`config.mk`:
```
export PLATFORM = sky130hd
export DESIGN_NAME = riscv_dmem_interface_split
export DESIGN_NICKNAME = d
export VERILOG_FILES = /design/src/rtl/riscv_dmem_interface_split.sv
export SDC_FILE = /design/constraint.sdc
export NUM_CORES = 1
export LEC_CHECK = 0
export CELL_PAD_IN_SITES_DETAIL_PLACEMENT = 0
export CELL_PAD_IN_SITES_GLOBAL_PLACEMENT = 1
export CORE_ASPECT_RATIO = 1.5
export CORE_UTILIZATION = 38
export CTS_CLUSTER_DIAMETER = 150
export CTS_CLUSTER_SIZE = 25
export DETAILED_ROUTE_END_ITERATION = 8
export GPL_ROUTABILITY_DRIVEN = 0
export GPL_TIMING_DRIVEN = 0
export PLACE_DENSITY_LB_ADDON = 0.3
export SLEW_MARGIN = 25
export SYNTH_ARGS = -nofsm -noshare
export SYNTH_HDL_FRONTEND = slang
export SYNTH_SLANG_ARGS = --single-unit
```
`constraint.sdc`:
```
create_clock -name i_clk -period 5.9 [get_ports i_clk]
set_input_delay 0.885 -clock i_clk [delete_from_list [all_inputs] [get_ports i_clk]]
set_output_delay 0.885 -clock i_clk [all_outputs]
set_load 0.02 [all_outputs]
```
`src/rtl/riscv_dmem_interface_split.sv`:
```
// Sequential LSU-to-memory adapter: aligns stores, extracts and extends loads,
// and splits word-crossing accesses into two handshaked memory beats.
//
// Handshakes: the CPU request is taken on a cycle where i_dmem_intf_req and
// o_dmem_intf_ready are both high. A memory request is taken on a cycle where
// o_mem_req and i_mem_gnt are both high. o_mem_* are held stable until then.
// Read data is taken on i_mem_rd_valid only in a WAIT state.
module riscv_dmem_interface_split #(
    parameter int XLEN        = 32,
    parameter bit MISALIGN_EN = 1'b1
) (
    input  logic              i_clk,
    input  logic              i_rst,
    input  logic              i_dmem_intf_req,
    input  logic              i_dmem_intf_we,
    input  logic [XLEN-1:0]   i_dmem_intf_addr,
    input  logic [XLEN-1:0]   i_dmem_intf_wr_data,
    input  logic [2:0]        i_dmem_intf_func3,
    output logic              o_dmem_intf_ready,
    output logic              o_dmem_intf_done,
    output logic [XLEN-1:0]   o_dmem_intf_rd_data,
    output logic              o_dmem_intf_err,
    output logic              o_mem_req,
    output logic              o_mem_we,
    output logic [XLEN-1:0]   o_mem_addr,
    output logic [XLEN-1:0]   o_mem_wr_data,
    output logic [XLEN/8-1:0] o_mem_byte_sel,
    input  logic              i_mem_gnt,
    input  logic              i_mem_rd_valid,
    input  logic [XLEN-1:0]   i_mem_rd_data
);

    localparam int NB = XLEN / 8;
    localparam int OW = $clog2(NB);

    typedef enum logic [2:0] {
        S_IDLE  = 3'd0,
        S_REQ0  = 3'd1,
        S_WAIT0 = 3'd2,
        S_REQ1  = 3'd3,
        S_WAIT1 = 3'd4,
        S_DONE  = 3'd5,
        S_ERR   = 3'd6
    } state_t;

    state_t          state_q, state_d;
    logic [XLEN-1:0] addr_q, addr_d;
    logic [XLEN-1:0] wd_q, wd_d;
    logic [XLEN-1:0] lo_q, lo_d;
    logic [XLEN-1:0] rd_q, rd_d;
    logic            we_q, we_d;
    logic            cross_q, cross_d;
    logic [2:0]      f3_q, f3_d;

    function automatic logic legal_f3(input logic [2:0] f3, input logic we);
        logic ok;
        case (f3)
            3'b000, 3'b001, 3'b010: ok = 1'b1;
            3'b100, 3'b101:         ok = !we;
            3'b011:                 ok = (XLEN == 64);
            3'b110:                 ok = (XLEN == 64) && !we;
            default:                ok = 1'b0;
        endcase
        return ok;
    endfunction

    function automatic logic is_cross(input logic [OW-1:0] off, input logic [1:0] sz);
        logic [4:0] bytes;
        logic [4:0] sum;
        bytes = 5'd1 << sz;
        sum   = 5'(off) + bytes;
        return sum > 5'(NB);
    endfunction

    function automatic logic [NB-1:0] size_mask(input logic [1:0] sz);
        logic [NB-1:0] m;
        for (int i = 0; i < NB; i++) begin
            m[i] = (i < (1 << sz));
        end
        return m;
    endfunction

    // Shift the beat pair down to the access offset, then fill above the
    // access width with the sign bit (signed codes) or zero (unsigned codes).
    function automatic logic [XLEN-1:0] ext_load(input logic [2*XLEN-1:0] pair,
                                                 input logic [OW-1:0]     off,
                                                 input logic [2:0]        f3);
        logic [2*XLEN-1:0] sh;
        logic [XLEN-1:0]   raw;
        logic [XLEN-1:0]   res;
        logic              sb;
        int                nbits;
        sh    = pair >> {off, 3'b000};
        raw   = sh[XLEN-1:0];
        nbits = 8 << f3[1:0];
        if (nbits > XLEN) begin
            nbits = XLEN;
        end
        case (f3[1:0])
            2'b00:   sb = raw[7];
            2'b01:   sb = raw[15];
            2'b10:   sb = raw[31];
            default: sb = raw[XLEN-1];
        endcase
        if (f3[2]) begin
            sb = 1'b0;
        end
        res = raw;
        for (int i = 0; i < XLEN; i++) begin
            if (i >= nbits) begin
                res[i] = sb;
            end
        end
        return res;
    endfunction

    logic [OW-1:0]     off_q;
    logic [OW-1:0]     in_off;
    logic              in_cross;
    logic              in_legal;
    logic [2*NB-1:0]   full_sel;
    logic [2*XLEN-1:0] full_wd;
    logic [XLEN-1:0]   base_addr;
    logic [XLEN-1:0]   next_addr;

    always_comb begin
        off_q     = addr_q[OW-1:0];
        in_off    = i_dmem_intf_addr[OW-1:0];
        in_cross  = is_cross(in_off, i_dmem_intf_func3[1:0]);
        in_legal  = legal_f3(i_dmem_intf_func3, i_dmem_intf_we);
        full_sel  = {{NB{1'b0}}, size_mask(f3_q[1:0])} << off_q;
        full_wd   = {{XLEN{1'b0}}, wd_q} << {off_q, 3'b000};
        base_addr = {addr_q[XLEN-1:OW], {OW{1'b0}}};
        // Natural XLEN-bit addition gives the modulo-2^XLEN wrap for beat 1.
        next_addr = base_addr + XLEN'(NB);
    end

    always_comb begin
        state_d           = state_q;
        addr_d            = addr_q;
        wd_d              = wd_q;
        lo_d              = lo_q;
        rd_d              = rd_q;
        we_d              = we_q;
        cross_d           = cross_q;
        f3_d              = f3_q;
        o_dmem_intf_ready = 1'b0;
        o_dmem_intf_done  = 1'b0;
        o_dmem_intf_err   = 1'b0;
        o_mem_req         = 1'b0;
        o_mem_we          = 1'b0;
        o_mem_addr        = '0;
        o_mem_wr_data     = '0;
        o_mem_byte_sel    = '0;

        case (state_q)
            S_IDLE: begin
                o_dmem_intf_ready = 1'b1;
                if (i_dmem_intf_req) begin
                    addr_d  = i_dmem_intf_addr;
                    wd_d    = i_dmem_intf_wr_data;
                    we_d    = i_dmem_intf_we;
                    f3_d    = i_dmem_intf_func3;
                    cross_d = in_cross;
                    lo_d    = '0;
                    if (!in_legal || (in_cross && !MISALIGN_EN)) begin
                        state_d = S_ERR;
                    end else begin
                        state_d = S_REQ0;
                    end
                end
            end
            S_REQ0: begin
                o_mem_req      = 1'b1;
                o_mem_we       = we_q;
                o_mem_addr     = base_addr;
                o_mem_wr_data  = full_wd[XLEN-1:0];
                o_mem_byte_sel = full_sel[NB-1:0];
                if (i_mem_gnt) begin
                    if (!we_q) begin
                        state_d = S_WAIT0;
                    end else if (cross_q) begin
                        state_d = S_REQ1;
                    end else begin
                        state_d = S_DONE;
                    end
                end
            end
            S_WAIT0: begin
                if (i_mem_rd_valid) begin
                    lo_d = i_mem_rd_data;
                    if (cross_q) begin
                        state_d = S_REQ1;
                    end else begin
                        rd_d    = ext_load({{XLEN{1'b0}}, i_mem_rd_data}, off_q, f3_q);
                        state_d = S_DONE;
                    end
                end
            end
            S_REQ1: begin
                o_mem_req      = 1'b1;
                o_mem_we       = we_q;
                o_mem_addr     = next_addr;
                o_mem_wr_data  = full_wd[2*XLEN-1:XLEN];
                o_mem_byte_sel = full_sel[2*NB-1:NB];
                if (i_mem_gnt) begin
                    state_d = we_q ? S_DONE : S_WAIT1;
                end
            end
            S_WAIT1: begin
                if (i_mem_rd_valid) begin
                    rd_d    = ext_load({i_mem_rd_data, lo_q}, off_q, f3_q);
                    state_d = S_DONE;
                end
            end
            S_DONE: begin
                o_dmem_intf_done = 1'b1;
                state_d          = S_IDLE;
            end
            S_ERR: begin
                o_dmem_intf_err = 1'b1;
                state_d         = S_IDLE;
            end
            default: begin
                state_d = S_IDLE;
            end
        endcase
    end

    always_ff @(posedge i_clk or posedge i_rst) begin
        if (i_rst) begin
            state_q <= S_IDLE;
            addr_q  <= '0;
            wd_q    <= '0;
            lo_q    <= '0;
            rd_q    <= '0;
            we_q    <= 1'b0;
            cross_q <= 1'b0;
            f3_q    <= 3'b000;
        end else begin
            state_q <= state_d;
            addr_q  <= addr_d;
            wd_q    <= wd_d;
            lo_q    <= lo_d;
            rd_q    <= rd_d;
            we_q    <= we_d;
            cross_q <= cross_d;
            f3_q    <= f3_d;
        end
    end

    assign o_dmem_intf_rd_data = rd_q;

endmodule

```
=== Word level (Yosys, flattened, before mapping) ===
Index checks and enable logic that the tools add are counted.

* Bits of input ports: 105
* Bits in registers: 136
* Word-level logic and storage cells: 217

* Equal/unequal tests: 17
* Order comparisons: 70
* Reductions and logical operators: 13
* Shift-type cells: 7
* Add/subtract/negate cells: 2
* Multiplexer cells: 100

{| class="wikitable"
|+ Operators with widths
! kind !! count
|-
| $ge A6 B32 Y1 const A || 32
|-
| $ge A5 B32 Y1 const A || 16
|-
| $mux W32 || 11
|-
| $ge A4 B32 Y1 const A || 8
|-
| $pmux W32 S2 || 4
|-
| $ge A3 B32 Y1 const A || 4
|-
| $mux W1 || 72
|-
| $ge A1 B32 Y1 const A || 2
|-
| $ge A2 B32 Y1 const A || 2
|-
| $lt A3 B32 Y1 const A || 2
|-
| $shl A32 B5 Y64 || 1
|-
| $shr A64 B5 Y32 || 1
|-
| $add A32 B3 Y32 const B || 1
|-
| $gt A32 B7 Y1 const B || 1
|-
| $lt A1 B32 Y1 const A || 1
|-
| $lt A2 B32 Y1 const A || 1
|-
| $shl A1 B2 Y32 const A || 1
|-
| $shl A4 B2 Y32 const A || 1
|-
| $shr A32 B5 Y32 || 1
|-
| $mux W3 || 8
|-
| $eq A3 B3 Y1 const B || 5
|-
| $pmux W3 S5 || 1
|-
| $ne A2 B2 Y1 const B || 6
|-
| $eq A3 B2 Y1 const B || 3
|-
| other kinds (18) || 24
|}

=== Logic depth before layout (Yosys ltp) ===
Gate-level depths: netlist of run 1.

* Word-level depth: 11
* Gate-level depth with buffers: 8
* Gate-level depth less buffers: 7

=== Least setup slack after synthesis of run 1 ===
Ideal clock, no wire load.

* Path type: register to output
* Start point: register state_q[1]
* End point: output port o_mem_addr[23]
* Arrival time: 2.212 ns
* Data required time: 5.015 ns
* Path slack: 2.803 ns
* Cell stages (with the launch flop): 6
* Cells stage by stage: dfrtp_1 buf_4 nand4_4 or4_4 clkbuf_1 o41ai_1

* Word-level cells in the longest chain between the ends: 2
* Elaborated cells on any way between the ends: 3

{| class="wikitable"
|+ Ends and longest elaborated chain
! what !! line !! text
|-
| start: declaration || 46 || <nowiki>state_t state_q, state_d;</nowiki>
|-
| start signal: assignment || 241 || <nowiki>state_q <= state_d;</nowiki>
|-
| $eq A3 B2 Y1 / $eq A3 B1 Y1 (equally long branches) || 156 || <nowiki>case (state_q)</nowiki>
|-
| $pmux W32 S2 (*) || 156 ||
|-
| end: declaration || 25 || <nowiki>output logic [XLEN-1:0] o_mem_addr,</nowiki>
|}

Mark *: on every way between the ends. The rest lies on a longest branch, timed or not.

=== Final worst setup path of run 1 ===
* Start point: register addr_q[1]
* End point: output port o_mem_wr_data[19]

* Word-level cells in the longest chain between the ends: 2

{| class="wikitable"
|+ Ends and longest elaborated chain
! what !! line !! text
|-
| start: declaration || 47 || <nowiki>logic [XLEN-1:0] addr_q, addr_d;</nowiki>
|-
| start signal: assignment || 242 || <nowiki>addr_q <= addr_d;</nowiki>
|-
| $shl A32 B5 Y64 || 132 || <nowiki>full_wd = {{XLEN{1'b0}}, wd_q} << {off_q, 3'b000};</nowiki>
|-
| $pmux W32 S2 || 156 ||
|-
| end: declaration || 26 || <nowiki>output logic [XLEN-1:0] o_mem_wr_data,</nowiki>
|}

No other way between the ends.

==> flow_summary_export.csv, run 1 <==
group,metric,value,unit
detailed_routing,routedWlPerCell,22.58,um
pwr,power_density,587.4,nW/um^2
detailed_routing,ant_nets,0,
pwr,vdd_drop_max,0.0002488,V
yosys,synth-seq-cells,136,
die,rows,68,
yosys,synth_cells,948,
clock_network,cts_tree,"yes",
yosys,synth.area.top_cells,"dfrtp_1, mux2i_1, mux2_2",
detailed_routing,drt_iter0_drc,573,
timing,fmax,205.1,MHz
clock_network,clk_path_buf_depth,2,
timing,min_period,4.877,ns
timing,hold_viol,0,
yosys,netlist_area,8922,um^2
yosys,syn_area_per_cell,9.412,um^2
timing,worst_pin_slew,0.9577,ns
critical_path,cp-start-kind,"flip-flop",
die,initial_core_util,0.3870,
grt,antenna_found_initial,0,
detailed_routing,drtPass1Iterations,7,
placed_design,dpl_cell_area,11420,um^2
critical_path,path_cells,"buf_2 -> buf_2 -> nand4b_1 -> nor2_1 -> a21oi_1 -> a21oi_1 -> clkdlybuf4s50_1",
grt,grt_overflow,0,
die,die_area,24110,um^2
detailed_routing,wirelength,33920,um
yosys,yosys.area.top_type,"dfrtp_1",
clock_network,clk_pin_slew,0.06,ns
critical_path,cp_data_arrival_time,3.99,ns
pwr,swShare,0.4595,
timing,clock_skew,0.01360,ns
yosys,ys.flop_type,"dfrtp_1",
placed_design,dp_hpwl,25590,um
yosys,yosys-top-cells-count,"nand2_1, dfrtp_1, mux2i_1",
critical_path,path_buf_inv,3,
clock_network,cts_resized,0,
grt,grt_pass1_vias,8846,
pwr,clkPwrFrac,0.150,
critical_path,worst_ep_required_time,5.02,ns
pwr,internal_power,3.804,mW
pwr,p_total,7.038,mW
die,core_area,23060,um^2
final_layout,n_antenna_cell,0,
worst_hold_path,hold_class,"flip-flop to flip-flop",
final_layout,drive_gt1_frac,0.1264,
placed_design,dp_worst_setup_slack,1.556,ns
grt,grt_first_pass_wirelength,51490,um
die,dieHeight,189.7,um
timing,relSlewSlack,0.3557,
clock_network,postCtsHoldBufs,0,
clock_network,cts.sinks,136,
detailed_routing,drcViolationCount,0,
critical_path,crit_family,"buffers and inverters",
critical_path,worst_setup_path_end_kind,"output port",
yosys,yosysTopAreaCellShare,0.3814,
clock_network,clock-root-buffer,"clkbuf_16",
final_layout,syn_to_final_growth,34.30,%
critical_path,max_stage_delay,0.81,ns
die,dieWidth,127.1,um
pwr,p_leak,4.738,nW
placed_design,portBuffers,206,
yosys,yosysSeqAreaShare,0.3814,
yosys,async_flop_share,1.000,
yosys,synth.most_common_cell,"nand2_1",
final_layout,final_area,11980,um^2
timing,finalMaxSlewViolations,0,
detailed_routing,vias,8678,
final_layout,fin_util,0.5197,
pwr,power.switching,3.234,mW
yosys,yosysWarnings,0,
clock_network,insertion_delay,0.44,ns
clock_network,cts_setup_buffers,0,
flow_run,drv_cap,0,
timing,fin_crit_sh,0.8265,
pwr,p_comb_frac,0.585,
final_layout,fin_nets,1284,
detailed_routing,routed_via_density,5.778,
yosys,synth_cell_type_count,65,
timing,finalSetupViolations,0,
critical_path,crit_path_max_fanout,10,
clock_network,h-tree-depth,4,
yosys,synth_edf_count,0,
timing,worst_slack,1.023,ns
pwr,seqPwrFrac,0.265,
critical_path,crit_slowest_cell,"nor2_1",
clock_network,cts-buffers-inserted,17,
die,pin_count,210,
grt,track_usage,0.2867,
timing,rsz0062_at_grt,"no",
critical_path,crit_type,"flip-flop to output port",
grt,grt_max_degree,95,
outcome,status,"finished, final reports clean",
stage by stage:
stage               setup TNS (ns)  hold WS [ns]  instances
global route                     0        0.5107       1502
detailed placement               0        0.4725       1471
global placement           -111.84        0.4592       1470
floorplan                        0        0.4446        949
CTS                              0        0.4869       1502
finish                           0        0.4843       1502
tightest hold or removal path, stage by stage, from the launching register on:
cell	delay [ns]
dfrtp_1	0.34
nand2_1	0.05
o21ai_0	0.06
layer usage:
layer	vias to the layer above	wire length, um	track usage
met5	-	0	0
met4	0	1981	0.1864
met3	114	2214	0.06327
met2	427	17210	0.5046
met1	4180	12510	0.3081
li1	3957	-	-
cells by family after synthesis:
logic type | after synthesis | share of synthesized area
and+or+nand+nor | 306 | 0.1621
other | 1 | 0.0004203
xor gates and xnor gates | 11 | 0.01080
adders and majority gates | 4 | 0.006451
buffers and inverters | 96 | 0.04488
AOI/OAI and AO/OA | 232 | 0.1695
muxes | 162 | 0.2244
DFF | 136 | 0.3814
power by group through the flow:
stage                     Sequential (mW)  Combinational (mW)  Clock [mW]
after floorplan                      1.87                2.47           0
after global placement               1.86                4.03           0
after detailed placement             1.88                4.07           0
after CTS                            1.86                4.09        1.07
after global routing                 1.93                4.39        1.11
final                                1.87                4.12        1.05
layout by cell type, fill, tap and decap left out, types with 9 or more instances in the layout:
cell type / Yosys / layout
o21ai_0: 60 / 60
mux4_2: 24 / 24
a31oi_1: 20 / 20
a211oi_1: 17 / 17
o2bb2ai_1: 13 / 13
mux2i_1: 74 / 74
a21oi_1: 51 / 51
nand2_1: 138 / 138
nand4_1: 9 / 9
mux2_2: 64 / 64
clkbuf_1: 53 / 57
o22ai_1: 11 / 11
nand2b_1: 11 / 11
and3_1: 14 / 14
dfrtp_1: 136 / 136
nor3_1: 16 / 16
clkbuf_16: 0 / 17
clkdlybuf4s50_1: 0 / 206
buf_2: 16 / 16
inv_1: 16 / 15
nand3_1: 14 / 14
nor2_1: 62 / 62
layout make-up:
| class | count | area (um^2) |
|---|---|---|
| tap | 315 | 394.1 |
| fill | 2209 | 11070 |
| timing repair buffer | 207 | 2090 |
| inverter | 18 | 75.07 |
| multi-input combinational | 717 | 5122 |
| clock inverter | 8 | 97.59 |
| sequential | 136 | 3403 |
| clock buffer | 23 | 467.9 |
| buffer | 78 | 332.8 |
final timing paths:
check | from | to | slack [ns] | cells after the start
setup reg to reg | addr_q[1] | o_dmem_intf_rd_data[12] | 2.86 | 6
hold / removal | lo_q[2] | lo_q[2] | 0.48 | 2
setup / recovery | addr_q[1] | o_mem_wr_data[19] | 1.02 | 7
max in group asynchronous | i_rst | state_q[0] | 4.26 | 3
min in group asynchronous | i_rst | o_dmem_intf_rd_data[6] | 0.84 | 2
hold reg to reg | lo_q[2] | lo_q[2] | 0.48 | 2
state kept, by name, indices dropped and copies added (netlist names):
register,flops
cross_q,1
state_q,3
wd_q,32
o_dmem_intf_rd_data,32
lo_q,32
addr_q,32
f3_q,3
we_q,1
(Power assumes the default switching activity.)
==> run 2: changes to the inputs <==
==> constraint.sdc (replaced) <==
create_clock -name i_clk -period 4.5 [get_ports i_clk]
set_input_delay 0.675 -clock i_clk [delete_from_list [all_inputs] [get_ports i_clk]]
set_output_delay 0.675 -clock i_clk [all_outputs]
set_load 0.02 [all_outputs]
==> run 2 against run 1 <==
Hold slack improved by 0.00067 ns. Core utilization barely moved. Power up 31%. Via count is 0.45% higher. Design area hardly changed. Critical endpoint is now o_mem_addr[22].
==> flow_summary_export.csv, run 2 (synthesized netlist as in run 1, its figures left out) <==
group,metric,value,unit
final_layout,fin_nets,1284,
detailed_routing,vias,8717,
timing,finalSetupViolations,0,
final_layout,nFillCells,2207,
final_layout,final_area,11990,um^2
grt,antenna_found_initial,0,
final_layout,final_common_cell,"clkdlybuf4s50_1",
critical_path,crit_path_max_fanout,10,
detailed_routing,ant_nets,0,
timing,fin_crit_sh,0.9733,
placed_design,dp_worst_setup_slack,0.3656,ns
final_layout,n_antenna_cell,0,
clock_network,cts_tree,"yes",
die,rows,68,
die,pin_count,210,
detailed_routing,wirelength,33890,um
timing,worst_slack,0.1203,ns
die,die_area,24110,um^2
critical_path,cp-start-kind,"flip-flop",
final_layout,final_cell_mix,"clkdlybuf4s50_1, nand2_1, dfrtp_1",
detailed_routing,drcViolationCount,0,
critical_path,crit_type,"flip-flop to output port",
timing,rsz0062_at_grt,"no",
clock_network,h-tree-depth,4,
die,dieWidth,127.1,um
timing,worst_pin_slew,0.9606,ns
critical_path,worst_setup_path_end_kind,"output port",
grt,grt_max_degree,95,
clock_network,cts_setup_buffers,0,
clock_network,cts.sinks,136,
worst_hold_path,hold_class,"flip-flop to flip-flop",
clock_network,clock-root-buffer,"clkbuf_16",
detailed_routing,drtPass1Iterations,5,
critical_path,worst_ep_required_time,3.83,ns
timing,finalSetupTns,0,ns
placed_design,dp_hpwl,25590,um
clock_network,clk_pin_slew,0.06,ns
flow_run,drv_cap,0,
die,core_area,23060,um^2
timing,whs,0.4849,ns
clock_network,insertion_delay,0.43,ns
pwr,vdd_drop_max,0.0003262,V
timing,hold_viol,0,
pwr,p_total,9.230,mW
detailed_routing,drt_iter0_drc,620,
timing,min_period,4.380,ns
die,initial_core_util,0.3870,
die,dieHeight,189.7,um
final_layout,drive_gt1_frac,0.1272,
grt,grt_first_pass_wirelength,51490,um
timing,finalMaxSlewViolations,0,
placed_design,place_inst,1471,
grt,grt_pass1_vias,8846,
grt,track_usage,0.2867,
final_layout,syn_to_final_growth,34.38,%
outcome,status,"finished, final reports clean",
timing,relSlewSlack,0.3537,
timing,fmax,228.3,MHz
clock_network,cts-buffers-inserted,17,
critical_path,cp_data_arrival_time,3.70,ns
final_layout,fin_util,0.5200,
final_layout,instances_no_fill,1502,
detailed_routing,routedWlPerCell,22.56,um
detailed_routing,routed_via_density,5.804,
placed_design,dpl_cell_area,11420,um^2
placed_design,portBuffers,206,
timing,clock_skew,0.01304,ns
pwr,p_leak,4.738,nW
grt,grt_overflow,0,
pwr,power_density,769.8,nW/um^2
clock_network,clk_path_buf_depth,2,
## run 2: critical path, stage by stage, from the launching register on
cell             delay [ns]
dfrtp_1                0.40
buf_2                  0.18
inv_1                  0.15
nand2_1                0.22
inv_1                  0.24
clkbuf_1               0.52
clkbuf_1               0.44
o311ai_0               0.25
o41ai_1                0.16
clkdlybuf4s50_1        0.70
## run 2: timing repair
action	4_1_cts	5_1_grt
gates resized for setup	1	1
hold buffers	0	0
hold endpoints to repair	0	0
endpoints found under the setup margin	3	1
## run 2: path summary, 6_finish.rpt
| kind | start | to | slack, ns | depth (start not counted) |
|---|---|---|---|---|
| setup / recovery | state_q[2] | o_mem_addr[22] | 0.12 | 9 |
| hold / removal | lo_q[2] | lo_q[2] | 0.48 | 2 |
| setup reg to reg | addr_q[1] | o_dmem_intf_rd_data[12] | 1.49 | 6 |
| hold reg to reg | lo_q[2] | lo_q[2] | 0.48 | 2 |
| max in group asynchronous | i_rst | state_q[0] | 3.06 | 3 |
| min in group asynchronous | i_rst | o_dmem_intf_rd_data[6] | 0.63 | 2 |
## run 2: area by class of cell
type | instances | area [um^2] | area share
well taps | 315 | 394.1 | 0.03287
flip-flops and latches | 136 | 3403 | 0.2838
inverters | 18 | 75.07 | 0.006261
clock buffers | 23 | 467.9 | 0.03903
multi-input cells | 717 | 5130 | 0.4278
plain buffers | 78 | 332.8 | 0.02776
repair buffers | 207 | 2090 | 0.1743
clock inverters | 8 | 97.59 | 0.008139
## run 2: power by group
group | leakage, nW | internal [mW] | switching (mW) | total (mW)
Combinational | 2.79 | 2.29 | 3.11 | 5.40
Clock | 0.281 | 0.839 | 0.543 | 1.38
Sequential | 1.66 | 1.86 | 0.588 | 2.45
Total | 4.74 | 4.99 | 4.24 | 9.23
## run 2: per-layer routing
metal / GRT usage / part of all wire / up-vias
met5: 0 / 0 / -
met4: 0.1864 / 0.060 / 0
met3: 0.06327 / 0.069 / 121
met2: 0.5046 / 0.51 / 433
met1: 0.3081 / 0.36 / 4211
li1: - / - / 3952
==> run 3: changes to the inputs <==
--- a/config.mk
+++ b/config.mk
@@ -5,10 +5,13 @@
 export SDC_FILE = /design/constraint.sdc
 export NUM_CORES = 1
 export LEC_CHECK = 0
+export ABC_AREA = 1
+export CAP_MARGIN = 20
 export CELL_PAD_IN_SITES_DETAIL_PLACEMENT = 0
 export CELL_PAD_IN_SITES_GLOBAL_PLACEMENT = 1
 export CORE_ASPECT_RATIO = 1.5
-export CORE_UTILIZATION = 38
+export CORE_MARGIN = 5
+export CORE_UTILIZATION = 36
 export CTS_CLUSTER_DIAMETER = 150
 export CTS_CLUSTER_SIZE = 25
 export DETAILED_ROUTE_END_ITERATION = 8
==> run 3 against run 2 <==
Clock power up 12%. Die area is 20% higher. Routed wire length grew 16%. Count of clock-buffer cells in the layout is 4 lower. Core utilization shrank 2.9 points. First-iteration DRC count rose by 39%. Critical path type unchanged. Critical endpoint is now o_mem_wr_data[7].
==> flow_summary_export.csv, run 3 <==
group,metric,value,unit
critical_path,worst_ep_required_time,3.83,ns
timing,rsz0062_at_grt,"no",
timing,finalMaxSlewViolations,0,
die,core_area,25230,um^2
placed_design,dp_worst_setup_slack,1.249,ns
grt,grt_max_degree,78,
detailed_routing,drt_iter0_drc,863,
final_layout,drive_gt1_frac,0.08090,
yosys,synth_cell_type_count,49,
detailed_routing,drcViolationCount,0,
die,rows,71,
die,die_area,29010,um^2
detailed_routing,wirelength,39150,um
yosys,netlist_area,9231,um^2
outcome,status,"finished, final reports clean",
timing,fmax,268.5,MHz
clock_network,clk_path_buf_depth,2,
yosys,ys.flop_type,"dfrtp_1",
yosys,yosys-top-cells-count,"nand2_1, o21ai_0, inv_1",
clock_network,cts.sinks,136,
timing,finalSetupViolations,0,
die,pin_count,210,
timing,relSlewSlack,0.4407,
yosys,yosysWarnings,0,
grt,grt_pass1_vias,10330,
detailed_routing,ant_nets,0,
final_layout,syn_to_final_growth,34.26,%
critical_path,cp-start-kind,"flip-flop",
flow_run,drv_cap,0,
placed_design,portBuffers,207,
clock_network,cts-buffers-inserted,17,
clock_network,clock-root-buffer,"clkbuf_16",
grt,grt_first_pass_wirelength,58710,um
yosys,synth_edf_count,0,
final_layout,nFillCells,2651,
die,initial_core_util,0.3659,
yosys,synth_cells,1366,
final_layout,instances_no_fill,1937,
final_layout,fin_nets,1703,
worst_hold_path,holdPathStages,2,
timing,min_period,3.725,ns
die,dieHeight,206.1,um
final_layout,final_area,12390,um^2
final_layout,final_common_cell,"nand2_1",
detailed_routing,drtPass1Iterations,6,
worst_hold_path,hold_class,"flip-flop to flip-flop",
critical_path,cp-endpoint,"o_mem_wr_data[7]",
timing,worst_pin_slew,0.8390,ns
timing,worst_slack,0.7753,ns
clock_network,clk_pin_slew,0.06,ns
critical_path,r2r-end,"lo_q[13]",
pwr,vdd_drop_max,0.0003902,V
clock_network,h-tree-depth,4,
clock_network,cts_resized,0,
clock_network,cts_setup_buffers,0,
detailed_routing,vias,10440,
critical_path,crit_type,"flip-flop to output port",
pwr,power_density,738.7,nW/um^2
yosys,yosysTopAreaCellShare,0.3687,
grt,track_usage,0.2672,
clock_network,cts_tree,"yes",
yosys,synth.most_common_cell,"nand2_1",
detailed_routing,routed_via_density,5.390,
yosys,synth.area.top_cells,"dfrtp_1, nand2_1, o21ai_0",
critical_path,worst_setup_path_end_kind,"output port",
critical_path,crit_start,"state_q[0]",
yosys,syn_area_per_cell,6.758,um^2
final_layout,final_cell_mix,"nand2_1, clkdlybuf4s50_1, o21ai_0",
yosys,async_flop_share,1.000,
timing,fin_crit_sh,0.8277,
yosys,synth-seq-cells,136,
yosys,yosysSeqAreaShare,0.3687,
grt,grt_overflow,0,
critical_path,worst_r2r_path_depth,8,
critical_path,crit_path_max_fanout,10,
die,dieWidth,140.8,um
timing,finalSetupTns,0,ns
critical_path,timing.rr.start,"state_q[1]",
placed_design,dp_hpwl,30390,um
placed_design,dpl_cell_area,11750,um^2
timing,clock_skew,0.01169,ns
critical_path,rrSetupSlack,2.47,ns
final_layout,regArea,3403,um^2
clock_network,insertion_delay,0.44,ns
placed_design,place_inst,1903,
critical_path,cp_data_arrival_time,3.05,ns
final_layout,multi_input_area,4786,um^2
clock_network,postCtsHoldBufs,0,
pwr,p_leak,5.377,nW
grt,antenna_found_initial,1,
timing,hold_viol,0,
yosys,yosys.area.top_type,"dfrtp_1",
detailed_routing,routedWlPerCell,20.21,um
run 3: cell count changes after synthesis, sizes merged, moves of 16 or more:
cell    before  now
nand2      138  389
o21ai       60  209
inv         16  154
nand3       14  146
mux2i       74    0
mux2        64    0
buf         24   53
clkbuf      54   29
mux4        24    0
o211ai       1   23
a31oi       20    1
a211oi      17    0
nor2        62   78
run 3: layer usage:
| metal | part of all wire | GRT usage | routed length (um) | vias up |
|---|---|---|---|---|
| met5 | 0 | 0 | 0 | - |
| met1 | 0.36 | 0.2889 | 14200 | 4849 |
| met2 | 0.51 | 0.4764 | 19940 | 469 |
| met3 | 0.060 | 0.04769 | 2338 | 155 |
| li1 | - | - | - | 4967 |
| met4 | 0.068 | 0.1738 | 2674 | 0 |
run 3: metrics by stage:
step	power [mW]	util	hold WS, ns
2_1_floorplan	5.435	-	0.4637
3_3_place_gp	7.491	0.4644	0.4646
3_5_place_dp	7.560	0.4658	0.4653
4_1_cts	9.127	0.4911	0.4815
5_1_grt	9.761	0.4912	0.5016
6_report	9.156	0.4913	0.4785
run 3: critical path, cell delays in order, from the launching register on:
cell and delay, ns:
dfrtp_1 0.42, inv_2 0.08, nor2_4 0.21, nand2_1 0.21, clkinv_1 0.30, nand2_1 0.32, o21ai_0 0.39, clkdlybuf4s50_1 0.67
run 3: cell type report:
class	count	share of cell area
Clock inverter	13	0.01565
Clock buffer	19	0.03574
Antenna cell	2	0.0004038
Inverter	155	0.04775
Tap cell	328	0.03311
Timing Repair Buffer	208	0.1694
Multi-Input combinational cell	994	0.3861
Sequential cell	136	0.2746
Buffer	82	0.03725
run 3: worst min-delay path by stage:
stage | from | end | slack (ns)
global placement | o_dmem_intf_rd_data[30] | o_dmem_intf_rd_data[30] | 0.46
floorplan | wd_q[25] | wd_q[25] | 0.46
CTS | o_dmem_intf_rd_data[17] | o_dmem_intf_rd_data[17] | 0.48
detailed placement | o_dmem_intf_rd_data[16] | o_dmem_intf_rd_data[16] | 0.47
finish | o_dmem_intf_rd_data[30] | o_dmem_intf_rd_data[30] | 0.48
global route | o_dmem_intf_rd_data[5] | o_dmem_intf_rd_data[5] | 0.50
run 3: kinds of logic (layout without fill, tap and decap cells):
| group | Yosys count | count (layout) | synth area share |
|---|---|---|---|
| AND/OR/NAND/NOR | 659 | 659 | 0.3108 |
| AO/OA/AOI/OAI | 324 | 324 | 0.1959 |
| buffers and inverters | 237 | 477 | 0.1133 |
| flip-flops | 136 | 136 | 0.3687 |
| XOR/XNOR | 5 | 5 | 0.004744 |
| adder cells (fa/ha/maj) | 4 | 4 | 0.006235 |
| other | 1 | 4 | 0.0004062 |
run 3: report_power, final:
part,internal (mW),switching [mW]
clock,0.950,0.590
combinational,1.87,3.56
sequential,1.78,0.405
